--- config.mk ---
export PLATFORM = sky130hd
export DESIGN_NAME = sdram_frame_arbiter
export DESIGN_NICKNAME = d
export VERILOG_FILES = /design/src/rtl/sdram_frame_arbiter.sv
export SDC_FILE = /design/constraint.sdc
export NUM_CORES = 1
export LEC_CHECK = 0
export CAP_MARGIN = 20
export CORE_MARGIN = 2
export CORE_UTILIZATION = 38
export CTS_BUF_LIST = sky130_fd_sc_hd__clkbuf_8 sky130_fd_sc_hd__clkbuf_16
export CTS_CLUSTER_SIZE = 28
export DETAILED_ROUTE_END_ITERATION = 10
export PLACE_DENSITY = 0.62
export SETUP_SLACK_MARGIN = 0.4
export SYNTH_ARGS = -nofsm -noshare
export SYNTH_HDL_FRONTEND = slang
export SYNTH_SLANG_ARGS = --single-unit
--- constraint.sdc ---
create_clock -name clk -period 4.2 [get_ports clk]
set_clock_uncertainty 0.05 [all_clocks]
set_input_delay 0.63 -clock clk [delete_from_list [all_inputs] [get_ports clk]]
set_output_delay 0.63 -clock clk [all_outputs]
set_load 0.1 [all_outputs]
--- src/rtl/sdram_frame_arbiter.sv ---
// Arbitrates the SDRAM controller port between the camera write stream and the VGA read stream.
// Optional macro RD_PRIORITY_EN: read always wins when both streams are eligible.
module sdram_frame_arbiter #(
  parameter int ADDR_W      = 22,
  parameter int FRAME_WORDS = 76800,
  parameter int BURST_LEN   = 256,
  parameter int USEDW_W     = 10,
  parameter int RD_LOW      = 512
) (
  input  logic                clk,
  input  logic                rst_n,
  input  logic [1:0]          wr_bank,
  input  logic [1:0]          rd_bank,
  input  logic                wr_load,
  input  logic                rd_load,
  input  logic [USEDW_W-1:0]  wr_usedw,
  input  logic [USEDW_W-1:0]  rd_usedw,
  output logic                sd_wr_req,
  output logic                sd_rd_req,
  output logic [ADDR_W+1:0]   sd_addr,
  input  logic                sd_ack,
  input  logic                sd_done,
  output logic                frame_write_done,
  output logic                frame_read_done
);

  typedef enum logic [2:0] {IDLE, WR_REQ, WR_BUSY, RD_REQ, RD_BUSY} state_t;

  localparam logic [ADDR_W-1:0]  BURST_A = ADDR_W'(BURST_LEN);
  localparam logic [ADDR_W-1:0]  FRAME_A = ADDR_W'(FRAME_WORDS);
  localparam logic [USEDW_W-1:0] BURST_U = USEDW_W'(BURST_LEN);
  localparam logic [USEDW_W-1:0] RD_LOW_U = USEDW_W'(RD_LOW);

  // Handshake: sd_x_req is a registered level held with sd_addr stable until the
  // cycle sd_ack is sampled high; sd_done ends the burst. Acks/dones outside the
  // matching state are ignored.
  state_t            state, state_next;
  logic [ADDR_W-1:0] wr_addr, rd_addr, wr_addr_inc, rd_addr_inc;
  logic              last_grant_rd;
  logic              wr_load_pend, rd_load_pend;
  logic              wr_elig, rd_elig, grant_wr, grant_rd, wr_fin, rd_fin;

  assign wr_elig     = (wr_usedw >= BURST_U) && !frame_write_done;
  assign rd_elig     = (rd_usedw < RD_LOW_U) && !frame_read_done;
  assign sd_wr_req   = (state == WR_REQ);
  assign sd_rd_req   = (state == RD_REQ);
  assign wr_fin      = (state == WR_BUSY) && sd_done;
  assign rd_fin      = (state == RD_BUSY) && sd_done;
  assign wr_addr_inc = wr_addr + BURST_A;
  assign rd_addr_inc = rd_addr + BURST_A;

  always_comb begin
    state_next = state;
    grant_wr   = 1'b0;
    grant_rd   = 1'b0;
    unique case (state)
      IDLE: begin
        if (wr_elig && rd_elig) begin
`ifdef RD_PRIORITY_EN
          grant_rd = 1'b1;
`else
          grant_wr = last_grant_rd;
          grant_rd = !last_grant_rd;
`endif
        end else begin
          grant_wr = wr_elig;
          grant_rd = rd_elig;
        end
        if (grant_wr)      state_next = WR_REQ;
        else if (grant_rd) state_next = RD_REQ;
      end
      WR_REQ:  if (sd_ack)  state_next = WR_BUSY;
      WR_BUSY: if (sd_done) state_next = IDLE;
      RD_REQ:  if (sd_ack)  state_next = RD_BUSY;
      RD_BUSY: if (sd_done) state_next = IDLE;
      default: state_next = IDLE;
    endcase
  end

  always_ff @(posedge clk or negedge rst_n) begin
    if (!rst_n) state <= IDLE;
    else        state <= state_next;
  end

  // A load during the stream's own burst waits for sd_done and then wins over the increment.
  always_ff @(posedge clk or negedge rst_n) begin
    if (!rst_n) begin
      wr_addr          <= '0;
      frame_write_done <= 1'b1;
      wr_load_pend     <= 1'b0;
    end else if (state == WR_BUSY) begin
      if (sd_done) begin
        wr_load_pend <= 1'b0;
        if (wr_load || wr_load_pend) begin
          wr_addr          <= '0;
          frame_write_done <= 1'b0;
        end else if (wr_addr_inc == FRAME_A) begin
          wr_addr          <= '0;
          frame_write_done <= 1'b1;
        end else begin
          wr_addr <= wr_addr_inc;
        end
      end else if (wr_load) begin
        wr_load_pend <= 1'b1;
      end
    end else if (wr_load) begin
      wr_addr          <= '0;
      frame_write_done <= 1'b0;
    end
  end

  always_ff @(posedge clk or negedge rst_n) begin
    if (!rst_n) begin
      rd_addr         <= '0;
      frame_read_done <= 1'b1;
      rd_load_pend    <= 1'b0;
    end else if (state == RD_BUSY) begin
      if (sd_done) begin
        rd_load_pend <= 1'b0;
        if (rd_load || rd_load_pend) begin
          rd_addr         <= '0;
          frame_read_done <= 1'b0;
        end else if (rd_addr_inc == FRAME_A) begin
          rd_addr         <= '0;
          frame_read_done <= 1'b1;
        end else begin
          rd_addr <= rd_addr_inc;
        end
      end else if (rd_load) begin
        rd_load_pend <= 1'b1;
      end
    end else if (rd_load) begin
      rd_addr         <= '0;
      frame_read_done <= 1'b0;
    end
  end

  // Bank is captured at grant so bank-switch activity mid-burst cannot disturb sd_addr.
  always_ff @(posedge clk or negedge rst_n) begin
    if (!rst_n) begin
      sd_addr       <= '0;
      last_grant_rd <= 1'b1;
    end else begin
      if (grant_wr)      sd_addr <= {wr_bank, wr_addr};
      else if (grant_rd) sd_addr <= {rd_bank, rd_addr};
      if (wr_fin)        last_grant_rd <= 1'b0;
      else if (rd_fin)   last_grant_rd <= 1'b1;
    end
  end

endmodule
==> results.json <==
{
  "outcome": "completed",
  "routed-wl-met3_um": 427,
  "holdCritPathClass": "in2async",
  "wl_met1_mm": 3.832,
  "cts-buffers-inserted": 5,
  "routedWlPerCell_um": 16.15,
  "grt_max_degree": 29,
  "crit_end": "sd_rd_req",
  "p_per_area_nw_per_um2": 401.3,
  "first_pass_iters": 5,
  "clock_latency_ns": 0.31,
  "worstSetupStartpoint": "state[2]$_DFFE_PN0P_",
  "synthTopCellsByArea": "dfrtp_1 38%, mux2i_1 6.0%, o21ai_0 6.0%",
  "fin_setup_tns_ns": 0,
  "synth-compound-area-share_pct": 20.17,
  "ir_worst_vdd_uv": 664.5,
  "async_flop_share_pct": 100.0,
  "synth_most_common_cell": "nand2_1",
  "p_leak_nw": 1.469,
  "cts_sinks": 52,
  "maxCapViolations": 0,
  "synth.mux.area_fraction_pct": 6.319,
  "finalHoldViolations": 0,
  "setup_viol": 0,
  "fmax_mhz": 333.6,
  "period_minus_slack_ns": 2.998,
  "slew_violations": 0,
  "die-area_sq_um": 9138,
  "area_delta_synth_final_pct": 14.01,
  "rows": 33,
  "netlist_area_sq_um": 3188,
  "synth_xor_xnor_area_share_pct": 1.648,
  "grt_antenna_before_repair": 0,
  "dr_wl_met2_mm": 3.565,
  "rsz0062_at_grt": "false",
  "fin_crit_sh_pct": 71.38,
  "synth_top_family_by_area": "simple AND/OR/NAND/NOR gates",
  "yosysUniqueCellTypes": 60,
  "port_buffers": 32,
  "core_sq_um": 8175,
  "arrival_ns": 2.32,
  "timing.hold.ws_ns": 0.2436,
  "viasPerCell": 5.719,
  "clockRootBuffer": "clkbuf_8",
  "synth_fa_ha_area_share_pct": 1.570,
  "synthTopCellsByCount": "50 x nand2_1, 49 x dfrtp_1, 38 x o21ai_0",
  "drc": 0,
  "worstPathRequired_ns": 3.52,
  "cts_resized": 0,
  "vias": 2808,
  "layout.nets": 419,
  "synth_area_leader_cell": "dfrtp_1",
  "r2r_slack_ns": 1.59,
  "fill_cells": 846,
  "fp.dieW_um": 95.60,
  "yosysSeqAreaShare_pct": 40.93,
  "synth_warnings": 0,
  "syn_inst": 366,
  "syn_avg_cell_area_sq_um": 8.711,
  "synth_ff_type": "dfrtp_1",
  "dp.final_hpwl_mm": 5.690,
  "max_slew.worst_pin.slew_ns": 0.9819,
  "cts.path.max_buffers": 2,
  "top_layer": "met4",
  "post_cts_buffers": 0,
  "cts-htree-levels": 2,
  "grt-ovfl-total": 0,
  "cts.reportedPaths.clkPinSlew_ns": 0.10,
  "holdBufCountCts": 0,
  "place.gp.congestion": 0.8396,
  "start_util_pct": 39.00,
  "rr_endpoint": "wr_addr[8]$_DFFE_PN0P_",
  "num_antenna_cells": 0,
  "path_class": "reg2out",
  "synthSimpleGateAreaFrac_pct": 23.08,
  "synth_edf_count": 0,
  "fp.dieH_um": 95.60,
  "drtIter0Drc": 129,
  "grtUsageTotal_pct": 18.40,
  "synth-seq-cells": 52,
  "drive_gt1_share_pct": 6.477,
  "cp-start-kind": "flip-flop",
  "tritoncts": "built",
  "critical_path.max_fanout": 8,
  "rr_startpoint": "wr_addr[8]$_DFFE_PN0P_",
  "wl_mm": 7.931,
  "io_pins": 58,
  "drtAntennaViolNets": 0,
  "ff2ff_path_depth": 7,
  "grt_pass1_vias": 2510,
  "synth.top_cell.area_share_pct": 38.46,
  "relSlewSlack_pct": 34.34,
  "grt_pass1_wl_mm": 13.07,
  "cp-end-kind": "output pin"
}
[cell families after synthesis]
family | count (synthesis)
AO/OA/AOI/OAI | 100
flip-flops | 52
buffers and inverters | 42
AND/OR/NAND/NOR | 141
multiplexers | 20
other | 1
adder cells (fa/ha/maj) | 4
XOR/XNOR | 6
[layout make-up]
cell class | instances | area (sq um) | share of cell area [%]
clock buffer | 6 | 82.58 | 2.272
clock inverter | 2 | 10.01 | 0.2754
inverter | 10 | 37.54 | 1.033
multi-input combinational | 279 | 1715 | 47.19
sequential | 52 | 1305 | 35.90
tap | 105 | 131.4 | 3.614
timing repair buffer | 37 | 352.8 | 9.707
[layout by cell type (no fill, tap or decap), types with 6 or more instances in the layout]
master,instances
a21oi_1,12
nand3_1,19
nand4_1,6
inv_1,10
nor3_1,11
nand2_1,50
o21ai_0,38
and3_1,8
clkbuf_8,6
clkdlybuf4s50_1,31
conb_1,8
nor2_1,16
o31ai_1,11
dfrtp_1,49
mux2i_1,19
[power breakdown]
part	total [mW]	internal, mW	switching [mW]
combinational	0.553	0.145	0.408
clock	0.309	0.132	0.176
sequential	0.597	0.548	0.0494
total	1.46	0.825	0.634
[worst min-delay path by stage]
stage                                       start                      end  slack (ns)  cells after the start
final                                       rst_n   rd_addr[8]$_DFFE_PN0P_        0.24                      1
after global routing                        rst_n  sd_addr[23]$_DFFE_PN0P_        0.28                      1
after CTS                                   rst_n  sd_addr[23]$_DFFE_PN0P_        0.26                      1
after detailed placement  sd_addr[11]$_DFFE_PN0P_  sd_addr[11]$_DFFE_PN0P_        0.42                      2
after global placement    sd_addr[15]$_DFFE_PN0P_  sd_addr[15]$_DFFE_PN0P_        0.41                      2
after floorplan                             rst_n  rd_addr[10]$_DFFE_PN0P_        0.28                      0
[flip-flops by register name, indices dropped and copies added, names as in the netlist]
signal,flops
sd_addr,16
rd_addr,14
wr_addr,14
state,3
frame_read_done,1
frame_write_done,1
last_grant_rd,1
rd_load_pend,1
wr_load_pend,1
[stage by stage]
stage          power (mW)  cells  cell area (sq um)  setup slack, ns  util, %
2_1_floorplan       1.019    373               3214            1.544        -
3_3_place_gp        1.157    483               3542            1.542    43.33
3_5_place_dp        1.161    483               3542            1.520    43.33
4_1_cts             1.472    491               3635            1.208    44.46
5_1_grt             1.542    491               3635            1.134    44.46
6_report            1.459    491               3635            1.202    44.46
[critical path, cell delays in order (launching register included)]
cell,delay [ns]
dfrtp_1,0.48
nand2b_1,0.21
nor2_1,0.14
clkdlybuf4s50_1,1.16
[metal layers]
metal,vias up,GRT usage (%)
li1,1370,-
met1,1334,26.40
met2,96,28.67
met3,8,2.925
met4,0,5.238
met5,-,0
Power figures use the tool's default switching activity.
